File: src/rtl/ms_time_split_pkg.sv
// Shared constants, field widths and state/pass encodings for the millisecond
// to days/hours/minutes/seconds/millis converter.
package ms_time_split_pkg;

    localparam int unsigned MS_PER_S  = 1000;
    localparam int unsigned S_PER_MIN = 60;
    localparam int unsigned MIN_PER_H = 60;
    localparam int unsigned H_PER_DAY = 24;

    localparam int unsigned HOUR_W = 5;
    localparam int unsigned MIN_W  = 6;
    localparam int unsigned SEC_W  = 6;
    localparam int unsigned MS_W   = 10;

    typedef enum logic [1:0] {
        IDLE = 2'd0,
        DIV  = 2'd1,
        DONE = 2'd2
    } state_e;

    typedef enum logic [1:0] {
        P_MS   = 2'd0,
        P_SEC  = 2'd1,
        P_MIN  = 2'd2,
        P_HOUR = 2'd3
    } pass_e;

    // Divisor applied during each of the four division passes.
    function automatic int unsigned pass_divisor(input pass_e p);
        case (p)
            P_MS:    return MS_PER_S;
            P_SEC:   return S_PER_MIN;
            P_MIN:   return MIN_PER_H;
            default: return H_PER_DAY;
        endcase
    endfunction

endpackage

File: src/rtl/ms_time_split_serial_div.sv
// Restoring divider, one quotient bit per cycle MSB first; the start edge
// already resolves bit W-1, so a division occupies exactly W edges.
module serial_div #(
    parameter int unsigned W = 32
) (
    input  logic         clk,
    input  logic         rst,
    input  logic         start,
    input  logic [W-1:0] dividend,
    input  logic [W-1:0] divisor,
    output logic         busy,
    output logic         done,
    output logic [W-1:0] quotient,
    output logic [W-1:0] remainder
);

    localparam int unsigned BW = $clog2(W);

    logic [W-1:0]  dvd_q, dvd_d;
    logic [W-1:0]  dsr_q, dsr_d;
    logic [W-1:0]  quo_q, quo_d;
    logic [W-1:0]  rem_q, rem_d;
    logic [BW-1:0] bit_q, bit_d;
    logic          busy_q, busy_d;
    logic          done_q, done_d;

    logic [BW-1:0] idx_c;
    logic          in_bit_c;
    logic [W:0]    shifted_c;
    logic [W:0]    dsr_ext_c;
    logic          ge_c;

    always_comb begin
        dvd_d  = dvd_q;
        dsr_d  = dsr_q;
        quo_d  = quo_q;
        rem_d  = rem_q;
        bit_d  = bit_q;
        busy_d = busy_q;
        done_d = 1'b0;

        idx_c     = start ? BW'(W - 1) : bit_q;
        in_bit_c  = start ? dividend[idx_c] : dvd_q[idx_c];
        shifted_c = start ? {W'(0), in_bit_c} : {rem_q, in_bit_c};
        dsr_ext_c = {1'b0, (start ? divisor : dsr_q)};
        ge_c      = (shifted_c >= dsr_ext_c);

        if (start || busy_q) begin
            // Remainder stays below the divisor, so W bits hold it after the step.
            rem_d        = ge_c ? W'(shifted_c - dsr_ext_c) : W'(shifted_c);
            quo_d        = start ? '0 : quo_q;
            quo_d[idx_c] = ge_c;
            if (start) begin
                dvd_d = dividend;
                dsr_d = divisor;
            end
            if (idx_c == '0) begin
                busy_d = 1'b0;
                done_d = 1'b1;
            end else begin
                busy_d = 1'b1;
                bit_d  = idx_c - BW'(1);
            end
        end
    end

    always_ff @(posedge clk or posedge rst) begin
        if (rst) begin
            dvd_q  <= '0;
            dsr_q  <= '0;
            quo_q  <= '0;
            rem_q  <= '0;
            bit_q  <= '0;
            busy_q <= 1'b0;
            done_q <= 1'b0;
        end else begin
            dvd_q  <= dvd_d;
            dsr_q  <= dsr_d;
            quo_q  <= quo_d;
            rem_q  <= rem_d;
            bit_q  <= bit_d;
            busy_q <= busy_d;
            done_q <= done_d;
        end
    end

    assign busy      = busy_q;
    assign done      = done_q;
    assign quotient  = quo_q;
    assign remainder = rem_q;

endmodule

File: src/rtl/ms_time_split.sv
// Splits a running millisecond total into days/hours/minutes/seconds/millis
// using four back-to-back passes of one shared serial divider.
module ms_time_split
    import ms_time_split_pkg::*;
#(
    parameter int unsigned CNT_W = 32,
    parameter int unsigned DAY_W = 6
) (
    input  logic              clk,
    input  logic              rst,
    input  logic              in_valid,
    output logic              in_ready,
    input  logic [CNT_W-1:0]  nrms_in,
    output logic              out_valid,
    input  logic              out_ready,
    output logic [DAY_W-1:0]  days,
    output logic [HOUR_W-1:0] hours,
    output logic [MIN_W-1:0]  minutes,
    output logic [SEC_W-1:0]  seconds,
    output logic [MS_W-1:0]   millis
);

    state_e            state_q, state_d;
    pass_e             pass_q, pass_d;
    logic              in_ready_q, in_ready_d;
    logic              out_valid_q, out_valid_d;
    logic [MS_W-1:0]   ms_sh_q, ms_sh_d;
    logic [SEC_W-1:0]  sec_sh_q, sec_sh_d;
    logic [MIN_W-1:0]  min_sh_q, min_sh_d;
    logic [DAY_W-1:0]  days_q, days_d;
    logic [HOUR_W-1:0] hours_q, hours_d;
    logic [MIN_W-1:0]  minutes_q, minutes_d;
    logic [SEC_W-1:0]  seconds_q, seconds_d;
    logic [MS_W-1:0]   millis_q, millis_d;

    logic              div_start_c;
    pass_e             div_sel_c;
    logic [CNT_W-1:0]  div_dividend_c;
    logic [CNT_W-1:0]  div_divisor_c;
    logic              div_busy;
    logic              div_done;
    logic [CNT_W-1:0]  div_quo;
    logic [CNT_W-1:0]  div_rem;
    logic              unused_div_c;

    assign div_divisor_c = CNT_W'(pass_divisor(div_sel_c));
    assign unused_div_c  = ^{div_busy, div_rem[CNT_W-1:MS_W]};

    serial_div #(
        .W (CNT_W)
    ) u_div (
        .clk       (clk),
        .rst       (rst),
        .start     (div_start_c),
        .dividend  (div_dividend_c),
        .divisor   (div_divisor_c),
        .busy      (div_busy),
        .done      (div_done),
        .quotient  (div_quo),
        .remainder (div_rem)
    );

    // Handshake FSM and pass sequencing; the next pass launches in the same
    // cycle the previous one reports done, keeping latency at 4*CNT_W.
    always_comb begin
        state_d        = state_q;
        pass_d         = pass_q;
        in_ready_d     = in_ready_q;
        out_valid_d    = out_valid_q;
        ms_sh_d        = ms_sh_q;
        sec_sh_d       = sec_sh_q;
        min_sh_d       = min_sh_q;
        days_d         = days_q;
        hours_d        = hours_q;
        minutes_d      = minutes_q;
        seconds_d      = seconds_q;
        millis_d       = millis_q;
        div_start_c    = 1'b0;
        div_sel_c      = P_MS;
        div_dividend_c = div_quo;

        case (state_q)
            IDLE: begin
                if (in_valid) begin
                    div_start_c    = 1'b1;
                    div_dividend_c = nrms_in;
                    pass_d         = P_MS;
                    in_ready_d     = 1'b0;
                    state_d        = DIV;
                end
            end
            DIV: begin
                if (div_done) begin
                    case (pass_q)
                        P_MS:  ms_sh_d  = div_rem[MS_W-1:0];
                        P_SEC: sec_sh_d = div_rem[SEC_W-1:0];
                        P_MIN: min_sh_d = div_rem[MIN_W-1:0];
                        default: begin
                            hours_d     = div_rem[HOUR_W-1:0];
                            days_d      = div_quo[DAY_W-1:0];
                            millis_d    = ms_sh_q;
                            seconds_d   = sec_sh_q;
                            minutes_d   = min_sh_q;
                            out_valid_d = 1'b1;
                            pass_d      = P_MS;
                            state_d     = DONE;
                        end
                    endcase
                    if (pass_q != P_HOUR) begin
                        div_sel_c   = pass_e'(pass_q + 2'd1);
                        div_start_c = 1'b1;
                        pass_d      = div_sel_c;
                    end
                end
            end
            DONE: begin
                if (out_ready) begin
                    out_valid_d = 1'b0;
                    in_ready_d  = 1'b1;
                    state_d     = IDLE;
                end
            end
            default: begin
                out_valid_d = 1'b0;
                in_ready_d  = 1'b1;
                state_d     = IDLE;
            end
        endcase
    end

    always_ff @(posedge clk or posedge rst) begin
        if (rst) begin
            state_q     <= IDLE;
            pass_q      <= P_MS;
            in_ready_q  <= 1'b1;
            out_valid_q <= 1'b0;
            ms_sh_q     <= '0;
            sec_sh_q    <= '0;
            min_sh_q    <= '0;
            days_q      <= '0;
            hours_q     <= '0;
            minutes_q   <= '0;
            seconds_q   <= '0;
            millis_q    <= '0;
        end else begin
            state_q     <= state_d;
            pass_q      <= pass_d;
            in_ready_q  <= in_ready_d;
            out_valid_q <= out_valid_d;
            ms_sh_q     <= ms_sh_d;
            sec_sh_q    <= sec_sh_d;
            min_sh_q    <= min_sh_d;
            days_q      <= days_d;
            hours_q     <= hours_d;
            minutes_q   <= minutes_d;
            seconds_q   <= seconds_d;
            millis_q    <= millis_d;
        end
    end

    assign in_ready  = in_ready_q;
    assign out_valid = out_valid_q;
    assign days      = days_q;
    assign hours     = hours_q;
    assign minutes   = minutes_q;
    assign seconds   = seconds_q;
    assign millis    = millis_q;

endmodule

File: config.mk
export PLATFORM = sky130hd
export DESIGN_NAME = ms_time_split
export DESIGN_NICKNAME = d
export VERILOG_FILES = /design/src/rtl/ms_time_split_pkg.sv /design/src/rtl/ms_time_split_serial_div.sv /design/src/rtl/ms_time_split.sv
export SDC_FILE = /design/constraint.sdc
export NUM_CORES = 1
export LEC_CHECK = 0
export CAP_MARGIN = 20
export CORE_AREA = 5 5 173 175
export DETAILED_ROUTE_END_ITERATION = 8
export DIE_AREA = 0 0 178 180
export PLACE_DENSITY = 0.67
export SETUP_SLACK_MARGIN = 0.4
export SLEW_MARGIN = 5
export SYNTH_ARGS = -nofsm -noshare
export SYNTH_HDL_FRONTEND = slang
export SYNTH_HIERARCHICAL = 1
export SYNTH_SLANG_ARGS = --single-unit
File: constraint.sdc
create_clock -name clk -period 9.82 [get_ports clk]
set_clock_uncertainty 0.05 [all_clocks]
set_input_delay 1.964 -clock clk [delete_from_list [all_inputs] [get_ports clk]]
set_output_delay 1.964 -clock clk [all_outputs]
set_load 0.005 [all_outputs]
After elaboration in Yosys (flattened, before gate mapping)
Index checks and enable logic that the tools add are counted.
{"block": "classes", "n_lt_le_gt_ge": 3, "reduce_logical": 19, "n_mux": 43, "addsub": 3, "eq_ne": 12, "bitwise": 4}
{"op": "32-bit two-way mux", "count": 5}
{"op": "33-bit by 32-bit greater-or-equal comparator with 1-bit output", "count": 1}
{"op": "33-bit two-way mux", "count": 1}
{"op": "32-bit bitwise mux", "count": 1}
{"op": "32-bit subtractor", "count": 1}
{"op": "2-bit two-way mux", "count": 11}
{"op": "10-bit case mux with 2 select lines", "count": 1}
{"op": "1-bit two-way mux", "count": 15}
{"op": "3-bit AND reduction", "count": 5}
{"op": "4-bit AND reduction", "count": 3}
{"op": "1-bit binary-select mux with 5-bit select", "count": 2}
{"op": "2-bit != test, second input constant", "count": 4}
{"op": "2-bit by 1-bit equality test with 1-bit output, second input constant", "count": 3}
{"op": "2-bit equality test, second input constant", "count": 3}
{"op": "2-bit logical NOT", "count": 3}
{"op": "5-bit by 6-bit less-than comparator with 1-bit output, second input constant", "count": 1}
{"op": "1-bit case mux with 3 select lines", "count": 2}
{"op": "2-bit case mux with 3 select lines", "count": 1}
{"op": "1-bit demux with 5-bit select", "count": 1}
{"op": "5-bit by 1-bit greater-or-equal comparator with 1-bit output, second input constant", "count": 1}
{"op": "5-bit logical NOT", "count": 1}
{"op": "5-bit two-way mux", "count": 1}
{"op": "5-bit by 1-bit subtractor with 5-bit output, second input constant", "count": 1}
{"op": "1-bit inverter", "count": 4}
{"op": "other kinds (11)", "count": 12}
{"block": "totals", "elab_cells": 103, "output_inout_bits": 35, "ff_bits": 196}

Longest topological paths before layout
{"block": "logic_depth", "ltp_word": 11, "ltp_mapped": 25, "ltp_nobuf": 19}

Cells and area by module
Netlist, hierarchy kept.
{"mod": "serial_div", "instances": 1, "area_each_um2": 8112.8, "cells_each": 826}
{"mod": "ms_time_split", "instances": 1, "area_each_um2": 3005.4, "cells_each": 203}

Worst setup path before layout
No wires, ideal clock.
{"block": "synth_timing", "path_type": "input to register", "start": "input port in_valid", "end": "register u_div.rem_q[20] (netlist: u_div/remainder[20])", "setup_slack_ns": 3.143, "setup_time_ns": 0.138, "required_time_ns": 9.632, "stages": 22, "t_arrival_ns": 6.488, "cell_sequence": "or3b_1 buf_6 buf_6 o21ai_0 buf_4 nor2_2 mux4_2 o221ai_1 o21ai_0 mux2_4 mux2i_4 ha_1 inv_1 fa_1 a21o_1 a221o_1 o211a_1 a21oi_1 o21ai_1 a221o_1 xnor2_1 o22ai_1"}
{"block": "synth_between", "elab_chain_len": 9, "elab_cells_between_ends": 16, "classes_between": "1 x add/sub; 1 x order compare; 13 x mux; 1 x reduce/logical"}
{"element": "start, declared", "line": "ms_time_split.sv:11", "rtl": "input logic in_valid,"}
{"element": "1-bit two-way mux (*)", "line": "ms_time_split.sv:84", "rtl": "if (in_valid) begin"}
{"element": "1-bit case mux with 2 select lines (*)", "line": "ms_time_split.sv:82", "rtl": "case (state_q)"}
{"element": "via div_start_c", "line": "ms_time_split.sv:36", "rtl": "logic div_start_c;"}
{"element": "5-bit two-way mux", "line": "ms_time_split_serial_div.sv:42", "rtl": "idx_c = start ? BW'(W - 1) : bit_q;"}
{"element": "1-bit binary-select mux with 5-bit select", "line": "ms_time_split_serial_div.sv:43", "rtl": "in_bit_c = start ? dividend[idx_c] : dvd_q[idx_c];"}
{"element": "1-bit two-way mux (not written as such)", "line": "ms_time_split_serial_div.sv:43"}
{"element": "1-bit two-way mux", "line": "ms_time_split_serial_div.sv:43"}
{"element": "33-bit two-way mux", "line": "ms_time_split_serial_div.sv:44", "rtl": "shifted_c = start ? {W'(0), in_bit_c} : {rem_q, in_bit_c};"}
{"element": "32-bit subtractor or 33-bit by 32-bit greater-or-equal comparator with 1-bit output (tied branches)", "line": "ms_time_split_serial_div.sv:50, ms_time_split_serial_div.sv:46"}
{"element": "32-bit two-way mux", "line": "ms_time_split_serial_div.sv:50", "rtl": "rem_d = ge_c ? W'(shifted_c - dsr_ext_c) : W'(shifted_c);"}
{"element": "end signal, assigned", "line": "ms_time_split_serial_div.sv:80", "rtl": "rem_q <= rem_d;"}
{"element": "end, declared", "line": "ms_time_split_serial_div.sv:22", "rtl": "logic [W-1:0] rem_q, rem_d;"}
Mark *: on every way through the listed nets, which the timed path passes. The rest lies on a longest branch. The select of a mux whose other input is x is not followed.
A chain may end at the register's enable or synchronous reset.

Worst setup path in the final report
Same ends and word-level chain as after synthesis.

==> results.md <==
- VDD IR-drop max: between 150 and 200 uV
- Max Root-Sink Buffers: 2
- Maximum achievable frequency: ~0.13 GHz
- Unrepaired setup endpoints after global routing: false
- Status: complete, no violations
- Clock sink count: between 150 and 200
- Setup TNS: 0 ps
- Pwr Density: between 300 and 400 mW/mm2
- Multi-input gate area: 0.00579 mm2
- Post-CTS Setup Repair Bufs: 0
- CP Class: input port to flop
- Endpoints failing setup: 0
- Fin worst setup slack: around 2000 ps
- Drt wl/cell: around 16 um
- Final hold vios: 0
- Die Y: approximately 180 um
- Remaining DRCs: 0
- Post-Synthesis Cell Area: 0.0111 mm2
- Top-Level Pins: 71
- Setup WS pre-CTS: roughly 1500 ps
- Fillers: roughly 2600
- Starting Density: roughly 40%
- Dpl hpwl: around 17000 um
- Total chip power: between 4 and 5 mW
- Final wirelength: between 20000 and 25000 um
- CTS buffer count: 17
- Grt total ovfl: 0
- Vias per inst: approximately 5.1
- Delay-heaviest family, CP: compound AO/OA/AOI/OAI gates
- FF/Latch Area: 0.00491 mm2
- Initial antenna violation count: 0
- Max-cap violations: 0
- Most common cell on crit path: a21oi_1
- Pins Over Slew Limit: 0
- EDFF count, synth: 0
- Yosys top cell area share: 43.9%
- Worst-path maximum fanout: 53
- Crit path launch type: input port
- Synth area leader: dfrtp_1
- Top FF cell, synth: dfrtp_1
- First-pass GRT wire length: between 40000 and 50000 um
- Most frequent cells after synthesis: dfrtp_1 (195), mux2_2 (126), nand2_1 (94), nor2_1 (60), nor2b_1 (55)
- Top-count cell post-synth: dfrtp_1
- Ratio of cells with drive above 1 in the final layout: 19.5%
- Cell count after synthesis: 1029
- Syn avg cell area: 10.8 um2
- Clk_lat worst skew: 430 ps
- WP data arrival: approximately 8100 ps
- Period utilization: around 80%
- Final Critical Period: around 7800 ps
- Top post-synthesis cells by area: dfrtp_1 (44%), mux2_2 (13%), ha_1 (5.0%), mux2_4 (3.9%), mux2i_1 (3.8%)
- CTS tree: done
- Root buf cell: clkbuf_16
- Worst hold path class: flop to flop
- H-tree lvl count: 4
- DR vias: 7677
- Worst path bufs/invs: 4
- ANT nets after route: 0
- Pin count of the biggest net entering global routing: 91
- Tightest Pin Transition: 875 ps
- Num rows: 62
- Register area share after synthesis: around 44%
- Synthesis-stage register bit count: a little under 200
- Clock Pin Slew Worst Setup and Hold Paths: around 80 ps
- Yosys warns: 6
- DP Cell Count: between 1000 and 1500
- Die Area: 0.0320 mm2
- IO buf count: 70
- GPL Wtd Cong: ~0.85
- Total track usage: about 15%
- Leakage power: approximately 5.9 nW
- DP Area: 0.0122 mm2
- Chip Width: about 180 um
- CP max-delay cell: buf_4
- # hold bufs at CTS: 0
- Final net count: around 1200
- Inserted Diodes: 0
- Slew margin rel.: a little over two fifths
- Finished Cell Area: ~0.013 mm2
- CP cell instances: clkdlybuf4s50_1, or3b_2, buf_4, o21ai_4, buf_4, a21oi_1, nor2_1, a21oi_1, mux4_2, mux2_4, mux2i_4, ha_1, inv_1, fa_1, a21o_1, a221o_1, o211a_1, a21oi_1, o21ai_1, a221o_1, xnor2_1, o22ai_1
- Drt pass-1 iters: 6
- Critical path endpoint category: flop
- Post-CTS Resized: 0
- Area growth from synthesis to layout: 14.4%
- Synth unique cells: 70
- Vias in the first global route: a little under 8000
- Largest stage delay on the critical path: around 620 ps
- Core area: between 0.02 and 0.03 mm2
- Required @ worst endpoint: 10060 ps
- Async SR Flop Fraction: 100%
- Number of DRC markers in iteration 0: 420
- Post-Layout Cell Count: 1495
-- layer usage --
layer	global-route usage, %	share of wire, %	up-vias
met4	4.95	1.9	0
met2	25.2	49	159
met1	20.7	46	3759
li1	-	-	3729
met5	0	0	-
met3	2.50	3.2	30
-- cells by family (layout without fill, tap and decap cells) --
kind of cell,Yosys count,after routing,share of synthesized area (%)
AOI/OAI and AO/OA,184,184,10.7
and+or+nand+nor,270,270,11.7
buffers and inverters,105,163,4.72
muxes,203,203,21.7
other,2,26,0.0675
adders and majority gates,45,45,5.13
xor gates and xnor gates,24,24,1.89
DFF,196,196,44.1
-- report_power, final --
| part | internal, mW | switching [mW] | leakage [nW] |
|---|---|---|---|
| logic | 1.00 | 1.29 | 3.08 |
| registers | 1.07 | 0.165 | 2.56 |
| clock network | 0.362 | 0.316 | 0.264 |
| total | 2.43 | 1.77 | 5.91 |
-- path summary, 6_finish.rpt --
path                            depth (start not counted)                         endpoint                             from  slack, ps
worst max-delay path                                   22  u_div/remainder[20]$_DFFE_PP0N_                         in_valid       2010
worst min-delay path                                    2  u_div/remainder[10]$_DFFE_PP0N_  u_div/remainder[10]$_DFFE_PP0N_        420
worst max register to register                         20  u_div/remainder[20]$_DFFE_PP0N_           state_q[0]$_DFFE_PP0P_       3540
worst min register to register                          2  u_div/remainder[10]$_DFFE_PP0N_  u_div/remainder[10]$_DFFE_PP0N_        420
max in group asynchronous                               3   u_div/remainder[2]$_DFFE_PP0N_                              rst       6450
min in group asynchronous                               2       u_div/dsr_q[8]$_DFFE_PP0N_                              rst       2070
-- placed cells by master, fill, tap and decap left out, drive strengths merged, types with 16 or more instances in the layout --
| cell type | n |
|---|---|
| nor2 | 61 |
| inv | 54 |
| nor2b | 55 |
| nand2 | 96 |
| o21ai | 36 |
| a31oi | 22 |
| mux2i | 43 |
| ha | 44 |
| clkdlybuf4s50 | 70 |
| clkbuf | 21 |
| o22ai | 16 |
| conb | 26 |
| mux2 | 155 |
| a21oi | 45 |
| dfrtp | 195 |
-- final cells by class --
class	instances	area share, %
clock buffer	21	3.54
clock inverter	11	0.944
inverter	51	1.54
multi-input combinational	752	45.5
sequential	196	38.6
tap	384	3.78
timing repair buffer	80	6.10
-- worst min-delay path: stages (launching register included) --
cell     delay, ps
dfrtp_1        340
nand2_1         40
o21ai_0         60
-- state kept, by name, summed over array words and instances (netlist names) --
register,flops
state_q,2
u_div/bit_q,5
pass_q,2
u_div/remainder,32
days,6
minutes,6
sec_sh_q,6
u_div/dsr_q,32
u_div/busy,1
ms_sh_q,10
u_div/done,1
u_div/dvd_q,32
out_valid,1
seconds,6
in_ready,1
millis,10
u_div/quotient,32
min_sh_q,6
hours,5
-- per-stage QoR --
step | hold slack [ps] | utilization, %
final | 423 | 44.9
after floorplan | 392 | -
after detailed placement | 412 | 42.9
after global routing | 459 | 44.9
after CTS | 427 | 44.9
after global placement | 408 | 42.9
Power figures use the tool's default switching activity.
==> edit: new RTL, same settings <==
Encoding of `state_e`: now one-hot (3 bits for 3 states).
--- a/src/rtl/ms_time_split_pkg.sv
+++ b/src/rtl/ms_time_split_pkg.sv
@@ -12,10 +12,10 @@
     localparam int unsigned SEC_W  = 6;
     localparam int unsigned MS_W   = 10;
 
-    typedef enum logic [1:0] {
-        IDLE = 2'd0,
-        DIV  = 2'd1,
-        DONE = 2'd2
+    typedef enum logic [2:0] {
+        IDLE = 3'b001,
+        DIV  = 3'b010,
+        DONE = 3'b100
     } state_e;
 
     typedef enum logic [1:0] {
Check against the original RTL: no difference found for any inputs over 10 cycles, from zero or initial values and one cycle with rst high; not proved beyond that.
==> edit against the unedited design <==
Setup slack improved by 0.57 ns; critical endpoint is now u_div/remainder[4]; final area rose by 0.63%; count of clock-buffer cells in the layout decreased by 3; critical path type unchanged; synthesized area is 0.96% higher; sequential cell count grew 1; routed wire length rose by 4.0%; hold slack better by 0.013 ns; power decreased by 7.9%; fmax increased by 7.9%; combinational power shrank 12%.
==> edit: results (changes against the unedited design) <==
gpl congestion=0.8646 (was 0.8546); synth unique cells=73 (was 70); DR WL/cell=16.52 µm (was 15.91 µm); Inst Count DP=1467 (was 1463); setup bufs post-CTS=0 (unchanged); Post-Synth XOR/XNOR Area=1.873% (was 1.891%); Resize count post-CTS=0 (unchanged); ys async rst share=100.0% (unchanged); H-Tree Depth=4 (unchanged); Synth Instances=1034 (was 1029); sequential area share after synthesis=43.94% (was 44.13%); cts bufs inserted=17 (unchanged); CP max-delay cell=or2_2 (was buf_4); port buffer count=70 (unchanged); status=finished, final reports clean (unchanged); clock root buffer=clkbuf_16 (unchanged); Data arrival, critical path=7.53 ns (was 8.05 ns); Compound-Gate Fraction of Synth Area=10.97% (was 10.66%); total global-route track usage=15.64% (was 15.36%); share of cells above drive strength 1=19.50% (was 19.53%); max incr delay on CP=0.68 ns (was 0.62 ns); Clock Tree Buf Depth=2 (unchanged); Post-Synth Adder-Cell Area=4.972% (was 5.132%); DRT Pass-1 Iters=5 (was 6); Peak VDD IR=166.3 µV (was 173.9 µV); Final HPWL DP=17250 µm (was 16890 µm); most frequent cell after synthesis=dfrtp_1 (unchanged); synth cell count leaders=dfrtp_1 (195), mux2_2 (123), nand2_1 (88), nor2_1 (60), nor2b_1 (56) (was dfrtp_1 (195), mux2_2 (126), nand2_1 (94), nor2_1 (60), nor2b_1 (55)); yosys warns=6 (unchanged); Antenna Cells=0 (unchanged); leak pwr=5.911 nW (was 5.908 nW); clock latency on the worst-skew pair=0.43 ns (about the same); final WL=24730 µm (was 23790 µm); proportion of synthesized area in mux cells=21.55% (was 21.74%); Area contributors post-synth=dfrtp_1 (43%), mux2_2 (12%), ha_1 (4.8%), mux2_4 (4.3%), mux2i_1 (3.7%) (was dfrtp_1 (44%), mux2_2 (13%), ha_1 (5.0%), mux2_4 (3.9%), mux2i_1 (3.8%)); Place WS=2.184 ns (was 1.543 ns); Critical Path Fanout Max=30 (was 53); Hold Crit Class=flip-flop to flip-flop (unchanged); initial antenna violation count=0 (unchanged); DR vias=7940 (was 7677); Total Nets Final=1182 (was 1179); initial drt markers=568 (was 420); pin count of the biggest net entering global routing=102 (was 91); Relative slew margins=45.23% (was 41.64%); first-pass GRT wire length=41170 µm (was 40520 µm)
## edit: changes by cell type in the layout (fill, tap and decap cells not counted), moves of 2 or more
cell,change
clkinv_2,+2
a21o_1,+2
clkbuf_1,-2
nand2_1,-6
inv_1,+3
buf_4,-2
mux2_2,-3
o31ai_1,+2
inv_8,+2
mux2_4,+3
## edit: cells by family (layout without fill, tap and decap cells)
kind of cell	count (synthesis)	after routing
and+or+nand+nor	267	267
buffers and inverters	108	163
DFF	197	197
AOI/OAI and AO/OA	190	190
other	2	26
xor gates and xnor gates	24	24
muxes	202	202
adders and majority gates	44	44
## edit: final cells by class
cell class / instances / area (µm²)
well taps: 384 / 480.5
clock buffers: 18 / 429.2
repair buffers: 79 / 780.7
fillers: 2639 / 15510
clock inverters: 12 / 127.6
inverters: 54 / 207.7
multi-input cells: 753 / 5843
flip-flops and latches: 197 / 4932
## edit: power breakdown
group	switching (W)	internal [W]	total [W]	leakage [nW]
Clock	0.000322	0.000354	0.000676	0.265
Combinational	0.00114	0.000876	0.00201	3.06
Sequential	0.000158	0.00102	0.00118	2.58
## edit: per-stage QoR
| step | hold WS [ns] | area (µm²) |
|---|---|---|
| 3_3_place_gp | 0.4114 | 12240 |
| 3_5_place_dp | 0.4186 | 12240 |
| 2_1_floorplan | 0.3922 | 11310 |
| 5_1_grt | 0.4518 | 12800 |
| 6_report | 0.4359 | 12800 |
| 4_1_cts | 0.4377 | 12800 |
## edit: routing by layer
metal  vias up  routed length, µm  track usage, %
met2       209              11420           24.49
met3        32               1164           2.017
met5         -                  0               0
li1       3757                  -               -
met1      3942              11680           22.53
met4         0                469           4.950
## edit: critical path, delay by kind of cell
family	cells	cell delay, ns
buffers and inverters	3	0.96
AO/OA/AOI/OAI	8	1.67
AND/OR/NAND/NOR	4	1.46
adder cells (fa/ha/maj)	1	0.19
multiplexers	4	1.24
## edit: worst paths after layout
kind                                startpoint                   to  slack (ns)  cells after the start
setup / recovery                      in_valid   u_div/remainder[4]        2.58                     20
hold / removal             u_div/remainder[13]  u_div/remainder[13]        0.44                      2
setup reg to reg                    state_q[0]   u_div/remainder[4]        3.65                     19
hold reg to reg            u_div/remainder[13]  u_div/remainder[13]        0.44                      2
max in group asynchronous                  rst   u_div/quotient[28]        6.42                      3
min in group asynchronous                  rst           ms_sh_q[1]        2.01                      2
